## config.mk

```make
export PLATFORM = sky130hd
export DESIGN_NAME = anc_fir_error
export DESIGN_NICKNAME = d
export VERILOG_FILES = /design/src/rtl/anc_fir_error_pkg.sv /design/src/rtl/anc_fir_error_sattrunc.sv /design/src/rtl/anc_fir_error.sv
export SDC_FILE = /design/constraint.sdc
export NUM_CORES = 2
export LEC_CHECK = 0
export CORE_AREA = 2 2 186 325
export CTS_CLUSTER_DIAMETER = 80
export DETAILED_ROUTE_END_ITERATION = 10
export DIE_AREA = 0 0 188 327
export PLACE_DENSITY = 0.74
export REMOVE_ABC_BUFFERS = 1
export SYNTH_ARGS = -nofsm -noshare
export SYNTH_HDL_FRONTEND = slang
export SYNTH_SLANG_ARGS = --single-unit
```

## constraint.sdc

```tcl
create_clock -name i_clk -period 9.8 [get_ports i_clk]
set_input_delay 0.98 -clock i_clk [delete_from_list [all_inputs] [get_ports i_clk]]
set_output_delay 0.98 -clock i_clk [all_outputs]
set_load 0.02 [all_outputs]
```

## src/rtl/anc_fir_error_pkg.sv

```systemverilog
// Shared constants and types for the ANC FIR/error block: data format,
// tap count, controller state encoding and Q(21,20) saturation limits.
package anc_fir_error_pkg;

   localparam int NB_DATA  = 21;
   localparam int NBF_DATA = 20;
   localparam int N_TAPS   = 4;

   typedef enum logic [1:0] {
      ST_IDLE = 2'd0,
      ST_MAC  = 2'd1,
      ST_DONE = 2'd2
   } state_t;

   localparam logic [NB_DATA-1:0] Q_MAX = 21'h0FFFFF;
   localparam logic [NB_DATA-1:0] Q_MIN = 21'h100000;

   // Sign-extend a product into the accumulator width.
   function automatic logic [2*NB_DATA+1:0] ext_prod(input logic [2*NB_DATA-1:0] p);
      return {{2{p[2*NB_DATA-1]}}, p};
   endfunction

endpackage

```

## src/rtl/anc_fir_error_sattrunc.sv

```systemverilog
// SatTruncFP: fixed-point reformat Q(NB_IN,NBF_IN) -> Q(NB_OUT,NBF_OUT),
// flooring dropped fraction bits and clamping to the output range.
module SatTruncFP #(
   parameter int NB_IN   = 44,
   parameter int NBF_IN  = 40,
   parameter int NB_OUT  = 21,
   parameter int NBF_OUT = 20
) (
   input  logic signed [NB_IN-1:0]  i_data,
   output logic signed [NB_OUT-1:0] o_data
);

   localparam int SHIFT   = NBF_IN - NBF_OUT;
   localparam int NB_KEEP = NB_IN - SHIFT;

   logic [NB_KEEP-1:0] trunc;
   logic               ovf_pos;
   logic               ovf_neg;

   // Dropping LSBs of a two's complement value is a floor.
   assign trunc = i_data[NB_IN-1:SHIFT];

   generate
      if (SHIFT > 0) begin : g_lsb
         logic unused_lsb;
         assign unused_lsb = ^i_data[SHIFT-1:0];
      end
   endgenerate

   // Overflow when the bits above the output sign are not a sign extension.
   always_comb begin
      ovf_pos = 1'b0;
      ovf_neg = 1'b0;
      if (trunc[NB_KEEP-1] == 1'b0) begin
         ovf_pos = |trunc[NB_KEEP-2:NB_OUT-1];
      end else begin
         ovf_neg = ~&trunc[NB_KEEP-2:NB_OUT-1];
      end
   end

   // Select clamp limit or the in-range truncated value.
   always_comb begin
      o_data = trunc[NB_OUT-1:0];
      if (ovf_pos) begin
         o_data = {1'b0, {(NB_OUT-1){1'b1}}};
      end else if (ovf_neg) begin
         o_data = {1'b1, {(NB_OUT-1){1'b0}}};
      end else begin
         o_data = trunc[NB_OUT-1:0];
      end
   end

endmodule

```

## src/rtl/anc_fir_error.sv

```systemverilog
// ANC 4-tap FIR with error output: one time-shared multiplier walks the
// taps after each accepted sample, then y and e = d - y are saturated.
module anc_fir_error #(
   parameter int NB_DATA  = anc_fir_error_pkg::NB_DATA,
   parameter int NBF_DATA = anc_fir_error_pkg::NBF_DATA
) (
   input  logic                      i_clk,
   input  logic                      i_rst,
   input  logic                      i_valid,
   input  logic signed [NB_DATA-1:0] i_mic1,
   input  logic signed [NB_DATA-1:0] i_mic2,
   input  logic signed [NB_DATA-1:0] i_filter_coeff0,
   input  logic signed [NB_DATA-1:0] i_filter_coeff1,
   input  logic signed [NB_DATA-1:0] i_filter_coeff2,
   input  logic signed [NB_DATA-1:0] i_filter_coeff3,
   output logic signed [NB_DATA-1:0] o_mic1_reg0,
   output logic signed [NB_DATA-1:0] o_mic1_reg1,
   output logic signed [NB_DATA-1:0] o_mic1_reg2,
   output logic signed [NB_DATA-1:0] o_mic1_reg3,
   output logic signed [NB_DATA-1:0] o_y,
   output logic signed [NB_DATA-1:0] o_error,
   output logic                      o_valid,
   output logic                      o_busy
);

   import anc_fir_error_pkg::*;

   localparam int NB_PROD = 2 * NB_DATA;
   localparam int NB_ACC  = NB_PROD + 2;
   localparam int NBF_ACC = 2 * NBF_DATA;
   localparam int NB_IDX  = $clog2(N_TAPS);

   state_t state;
   state_t state_next;

   logic signed [NB_DATA-1:0] dline  [N_TAPS];
   logic signed [NB_DATA-1:0] h_snap [N_TAPS];
   logic signed [NB_DATA-1:0] coeff  [N_TAPS];
   logic signed [NB_DATA-1:0] d_lat;
   logic signed [NB_ACC-1:0]  acc;
   logic        [NB_IDX-1:0]  idx;

   logic signed [NB_PROD-1:0] prod;
   logic signed [NB_DATA-1:0] y_sat;
   logic signed [NB_DATA:0]   err_wide;
   logic signed [NB_DATA-1:0] err_sat;

   logic accept;
   logic mac_en;
   logic done_en;
   logic last_tap;

   assign coeff[0] = i_filter_coeff0;
   assign coeff[1] = i_filter_coeff1;
   assign coeff[2] = i_filter_coeff2;
   assign coeff[3] = i_filter_coeff3;

   assign o_mic1_reg0 = dline[0];
   assign o_mic1_reg1 = dline[1];
   assign o_mic1_reg2 = dline[2];
   assign o_mic1_reg3 = dline[3];

   assign last_tap = (idx == NB_IDX'(N_TAPS - 1));

   // The single multiplier: operands selected by the current tap index.
   assign prod = h_snap[idx] * dline[idx];

   // Error is formed one bit wider so d - y cannot wrap before clamping.
   assign err_wide = {d_lat[NB_DATA-1], d_lat} - {y_sat[NB_DATA-1], y_sat};

   SatTruncFP #(
      .NB_IN   (NB_ACC),
      .NBF_IN  (NBF_ACC),
      .NB_OUT  (NB_DATA),
      .NBF_OUT (NBF_DATA)
   ) u_sat_y (
      .i_data (acc),
      .o_data (y_sat)
   );

   SatTruncFP #(
      .NB_IN   (NB_DATA + 1),
      .NBF_IN  (NBF_DATA),
      .NB_OUT  (NB_DATA),
      .NBF_OUT (NBF_DATA)
   ) u_sat_err (
      .i_data (err_wide),
      .o_data (err_sat)
   );

   // Controller state register.
   always_ff @(posedge i_clk or posedge i_rst) begin
      if (i_rst) begin
         state <= ST_IDLE;
      end else begin
         state <= state_next;
      end
   end

   // Controller next-state decode.
   always_comb begin
      state_next = state;
      case (state)
         ST_IDLE: begin
            if (i_valid) begin
               state_next = ST_MAC;
            end else begin
               state_next = ST_IDLE;
            end
         end
         ST_MAC: begin
            if (last_tap) begin
               state_next = ST_DONE;
            end else begin
               state_next = ST_MAC;
            end
         end
         ST_DONE: state_next = ST_IDLE;
         default: state_next = ST_IDLE;
      endcase
   end

   // Controller output decode.
   always_comb begin
      accept  = 1'b0;
      mac_en  = 1'b0;
      done_en = 1'b0;
      o_busy  = 1'b1;
      case (state)
         ST_IDLE: begin
            accept = i_valid;
            o_busy = 1'b0;
         end
         ST_MAC:  mac_en  = 1'b1;
         ST_DONE: done_en = 1'b1;
         default: o_busy  = 1'b0;
      endcase
   end

   // Datapath: delay line, snapshots, accumulation and result registers.
   always_ff @(posedge i_clk or posedge i_rst) begin
      if (i_rst) begin
         for (int k = 0; k < N_TAPS; k++) begin
            dline[k]  <= '0;
            h_snap[k] <= '0;
         end
         d_lat   <= '0;
         acc     <= '0;
         idx     <= '0;
         o_y     <= '0;
         o_error <= '0;
         o_valid <= 1'b0;
      end else begin
         o_valid <= 1'b0;
         if (accept) begin
            for (int k = N_TAPS - 1; k > 0; k--) begin
               dline[k] <= dline[k-1];
            end
            dline[0] <= i_mic1;
            for (int k = 0; k < N_TAPS; k++) begin
               h_snap[k] <= coeff[k];
            end
            d_lat <= i_mic2;
            acc   <= '0;
            idx   <= '0;
         end else if (mac_en) begin
            acc <= acc + $signed(ext_prod(prod));
            idx <= idx + NB_IDX'(1);
         end else if (done_en) begin
            o_y     <= y_sat;
            o_error <= err_sat;
            o_valid <= 1'b1;
         end else begin
            acc <= acc;
         end
      end
   end

endmodule

```

; After elaboration in Yosys (flattened, before gate mapping)
; Index checks and enable logic that the tools add are counted.
[word_totals]
output_inout_bits = 128
wordCells = 62
regBits = 280
input_bits = 129
[op_classes]
n_mux = 28
n_reduce_logical = 8
mul = 1
n_addsub = 3
bitwise = 3
magnitude_cmp = 1
eq_ne = 3
[op_table]
columns = op, n
row1 = 21-bit two-way mux, 8
row2 = 44-bit two-way mux, 2
row3 = 21-bit binary-select mux with 2-bit select, 2
row4 = 44-bit by 42-bit adder with 44-bit output, 1
row5 = 21-bit by 21-bit multiplier with 42-bit output, 1
row6 = 21-bit by 21-bit subtractor with 22-bit output, 1
row7 = 1-bit two-way mux, 12
row8 = 2-bit two-way mux, 3
row9 = 3-bit AND reduction, 2
row10 = "2-bit equality test, second input constant", 2
row11 = 2-bit case mux with 2 select lines, 1
row12 = "3-bit greater-or-equal comparator, second input constant", 1
row13 = 2-bit inverter with 3-bit output, 1
row14 = 3-bit OR reduction, 1
row15 = "2-bit by 1-bit adder with 2-bit output, second input constant", 1
row16 = "2-bit by 1-bit equality test with 1-bit output, second input constant", 1
row17 = 1-bit zero test, 2
row18 = 2-bit zero test, 1
row19 = 1-bit inverter, 2
row20 = 2-bit nonzero test, 1
row21 = 2-bit OR reduction, 1

; Longest topological paths before layout
[depth]
word_depth = 10
depth_mapped = 32
mapped_depth_nobuf = 27

; Cells and area by module
; A second synthesis with hierarchy kept.
[unflattened]
cells_unflattened = 3484
area_unflattened_um2 = 31764.2
[modules_own_cells]
columns = mod, seq_area_each_um2, cells_per_inst, area_each_um2, instances
row1 = anc_fir_error, 7006.7, 3384, 31023.5, 1
row2 = SatTruncFP (u_sat_y), 0.0, 74, 475.5, 1
row3 = SatTruncFP (u_sat_err), 0.0, 26, 265.3, 1

; Least setup slack after synthesis
; Ideal clock, no wire load.
[synth_timing]
path_type = register -> register
from = reg idx[1]
to = reg acc[42]
path_stages_with_launch = 29
slack_ns = 1.627
setup_time_ns = 0.136
required_time_ns = 9.664
synth_period_minus_slack_ns = 8.173
arrival_time_ns = 8.036
n_path_buf = 5
path_cell_list = dfrtp_1 clkbuf_1 buf_2 buf_2 mux4_2 clkbuf_1 and2_1 fa_1 inv_1 fa_1 fa_1 inv_1 fa_1 fa_1 fa_1 inv_1 fa_1 inv_1 ha_1 clkbuf_1 o21a_1 a21oi_1 nand3_1 a211oi_1 o211ai_1 o21ai_0 a31oi_1 xnor2_1 a21oi_1
[synth_between]
elab_chain_len = 8
word_cells_on_any_way = 11
cone_classes = 1 x add/sub / 1 x mul / 8 x mux / 1 x bitwise
[synth_rtl]
columns = element, line_no
row1 = start: declaration, anc_fir_error.sv:41  ; logic [NB_IDX-1:0] idx;
row2 = start signal: assignment, anc_fir_error.sv:168  ; idx <= idx + NB_IDX'(1);
row3 = 2-bit inverter with 3-bit output (implied by the code) *, anc_fir_error.sv:66  ; assign prod = h_snap[idx] * dline[idx];
row4 = 21-bit binary-select mux with 2-bit select, anc_fir_error.sv:66
row5 = 21-bit two-way mux (implied by the code) (2 in a row), anc_fir_error.sv:66
row6 = 21-bit by 21-bit multiplier with 42-bit output *, anc_fir_error.sv:66
row7 = 44-bit by 42-bit adder with 44-bit output *, anc_fir_error.sv:167  ; acc <= acc + $signed(ext_prod(prod));
row8 = 44-bit two-way mux *, anc_fir_error.sv:166  ; end else if (mac_en) begin
row9 = 44-bit two-way mux *, anc_fir_error.sv:155  ; if (accept) begin
row10 = end signal: assignment, anc_fir_error.sv:167
row11 = end: declaration, anc_fir_error.sv:40  ; logic signed [NB_ACC-1:0] acc;
; Every way passes the cells marked *; elsewhere a longest branch is shown, timed or not. The select of a mux whose other input is x is not followed.
; A chain may end at the register's enable or synchronous reset.

; Final worst setup path
[layout_timing]
from = reg idx[0]
to = reg acc[40]
; Same word-level chain as after synthesis.

==> run metrics <==
PnR worst setup slack=approximately 1.0 ns; RD Place Congestion=0.9639; Worst Setup EP=acc[40]; worst-path fanout max=31; number of inserted diodes=0; HP Start=h_snap[39]; largest net degree at the start of global routing=92; H-tree level count=1; post-synthesis adder-cell area fraction=between 40 and 50%; die width=approximately 190 µm; Inst Count DP=approximately 4400; Distinct cells, synth=a little over 70; Pre-antenna DRT Iters=6; die height=327 µm; pre-CTS WS=1.053 ns; setup bufs post-CTS=0; io pins=around 260; Reg area=about 7000 µm²; relative slew slack=28.15%; port bufs=256; Worst-Skew Late Latency=between 0.6 and 0.7 ns; initial antenna violation count=0; Clock Tree Buf Depth=3; sequential share of the synthesized area=22.27%; Initial Util=approximately 53%; fraction of layout cells with a size suffix above 1=approximately 4.4%; Post-DRT Antenna Nets=0; Post-CTS Hold Fix Bufs=0; final std cells w/o fill=approximately 4500; mux share of post-synthesis cell area=roughly 3.6%; Fin. Hold Viols=0; Worst-Margin Slew=around 1.1 ns; row cnt=about 120; number of synthesized flops with an enable pin=0; Area Overhead vs Synth=13.54%; complex-gate fraction of the synthesized area=6.741%; post-synthesis simple-gate area fraction=~16%; clock sink count=280; Total Routing Usage GR=between 20% and 30%; CP startpoint kind=flip-flop; DRC Markers=0; drt total wl=90.26 mm; clk slew on worst S/H paths=roughly 0.07 ns; total global routing overflow=0; Yosys reg bits=280; drt via density=around 5.5; ys async rst share=100.0%; CTS root buffer=clkbuf_16; Avg WL per Cell=between 20 and 25 µm; synthesized cell area=roughly 31000 µm²; unrepaired setup endpoints after global routing=no; Fill cells=5026; Worst Skew=between 0.015 and 0.02 ns; crit path from=idx[0]; Worst setup EP type=flip-flop; Final Max Tran Viols=0; RR Startpoint=idx[0]; Most used DFF post-synth=dfrtp_1; hpwl dp=between 70 and 80 mm; YS warnings=0; total clock buffers created by CTS=27; initial DRC count=1721; Post-Synthesis Cells=3520; Critical R2R Capture=acc[40]; Final Net Count=around 4500; Core Box Area=just under 60000 µm²; via count of the first global-routing pass=26030; reg-to-reg slack, setup=around 1.0 ns; vias=24660; minimum clock period=~9 ns; max-capacitance violation count=0; worst min-delay path category=flip-flop to flip-flop; Post-CTS Resized=0; crit path DAT=~9.2 ns; syn_area_per_cell=about 8.9 µm²; die area=~61000 µm²; Synth Area in XOR/XNOR=roughly 1.6%; Setup TNS=0 ns; Max Fclk=about 0.11 GHz; FF-to-FF path depth=24; status=finished clean; CP Class=flip-flop to flip-flop; first-pass GRT wire length=approximately 140 mm; Critical Path RT=10.25 ns; multi-input logic area=roughly 22000 µm²; CTS tree=yes; fin util=slightly above 60%; Setup violations, final=0; fin crit share=about 90%; main combinational cell family by area after synthesis=adder cells
-- state kept, by name, indices dropped and copies added (netlist names) --
name,count
h_snap,84
acc,44
d_lat,21
o_error,21
o_mic1_reg0,21
o_mic1_reg1,21
o_mic1_reg2,21
o_mic1_reg3,21
o_y,21
idx,2
state,2
o_valid,1
-- worst max-delay path, stage by stage (launching register included) --
cell and delay (ns):
dfrtp_4 0.65, mux4_2 0.75, nand2_1 0.17, inv_1 0.15
fa_1 0.91, inv_1 0.48, fa_1 0.60, fa_1 0.55
inv_1 0.05, fa_1 0.48, fa_1 0.50, fa_1 0.49
inv_1 0.05, fa_1 0.47, inv_1 0.04, ha_1 0.34
o21a_1 0.14, a21oi_1 0.26, nand3_1 0.12, a211oi_1 0.34
o211ai_1 0.22, o21ai_0 0.40, a31oi_1 0.16, xnor2_1 0.16
a21oi_1 0.08
-- per-layer routing --
layer / global-route usage, % / wire length (µm) / vias up
met4: 22.24 / 8126 / 0
met5: 0 / 0 / -
met2: 53.99 / 47770 / 964
met3: 3.685 / 4951 / 372
li1: - / - / 11000
met1: 31.98 / 29410 / 12330
-- how the worst min path moves through the flow --
stage               cells after the start  slack, ns         end
floorplan                               2       0.44  h_snap[21]
finish                                  2       0.47  h_snap[39]
global route                            2       0.48  h_snap[39]
detailed placement                      2       0.46  h_snap[22]
global placement                        2       0.45  h_snap[37]
CTS                                     2       0.47  h_snap[39]
-- final cells by class --
type                            instances  share of cell area (%)
Clock buffer                           37                   2.193
Clock inverter                         12                  0.4974
Inverter                              621                   6.546
Multi-Input combinational cell       2467                   60.28
Sequential cell                       280                   19.64
Tap cell                              780                   2.732
Timing Repair Buffer                  299                   8.112
-- stage by stage --
| stage | instance area (µm²) | hold slack (ns) |
|---|---|---|
| after floorplan | 30860 | 0.4401 |
| after global placement | 34760 | 0.4522 |
| after detailed placement | 34760 | 0.4583 |
| after CTS | 35720 | 0.4741 |
| after global routing | 35720 | 0.4830 |
| final | 35720 | 0.4709 |
-- cells by family after synthesis --
kind of cell    Yosys count
simple gates           1294
buf+inv                 773
fa+ha+maj               691
compound gates          332
flops                   280
mux                      93
xor+xnor                 57
-- cell usage in the layout, fill, tap and decap left out, drive strengths merged, types with 4 or more instances in the layout --
master	n
a21o	19
buf	43
nor2	251
xnor2	38
a211o	9
nand2	926
bufinv	4
o21a	37
o311ai	4
mux2	30
and2	31
xor2	19
nand4	13
o211ai	6
a211oi	10
and3	7
clkinv	6
mux2i	49
a21boi	5
ha	165
nor3	11
clkdlybuf4s50	256
o21bai	5
nand2b	10
clkbuf	37
nand3	21
a31oi	13
a21oi	80
dfrtp	280
o31ai	5
mux4	14
nor2b	9
inv	622
o21ai	123
fa	526
-- Yosys cell counts, drive strengths merged (11+ instances only) --
cell	instances	area (µm²)
xnor2	38	332.8
mux2i	49	490.5
fa	526	10530
o21a	37	277.8
a21o	19	142.6
inv	621	2331
nand4	13	87.58
a21oi	80	452.9
xor2	19	166.4
mux4	14	315.3
o21ai	123	615.6
a31oi	13	102.6
ha	165	2064
nor3	11	55.05
nand3	21	105.1
and2	31	193.9
nor2	251	958.4
buf	17	95.09
clkbuf	135	506.7
nand2	926	3478
mux2	30	341.6
dfrtp	280	7007
Power is not shown: default switching activity piles up to over one toggle a cycle in this logic, so the estimate is an artifact.
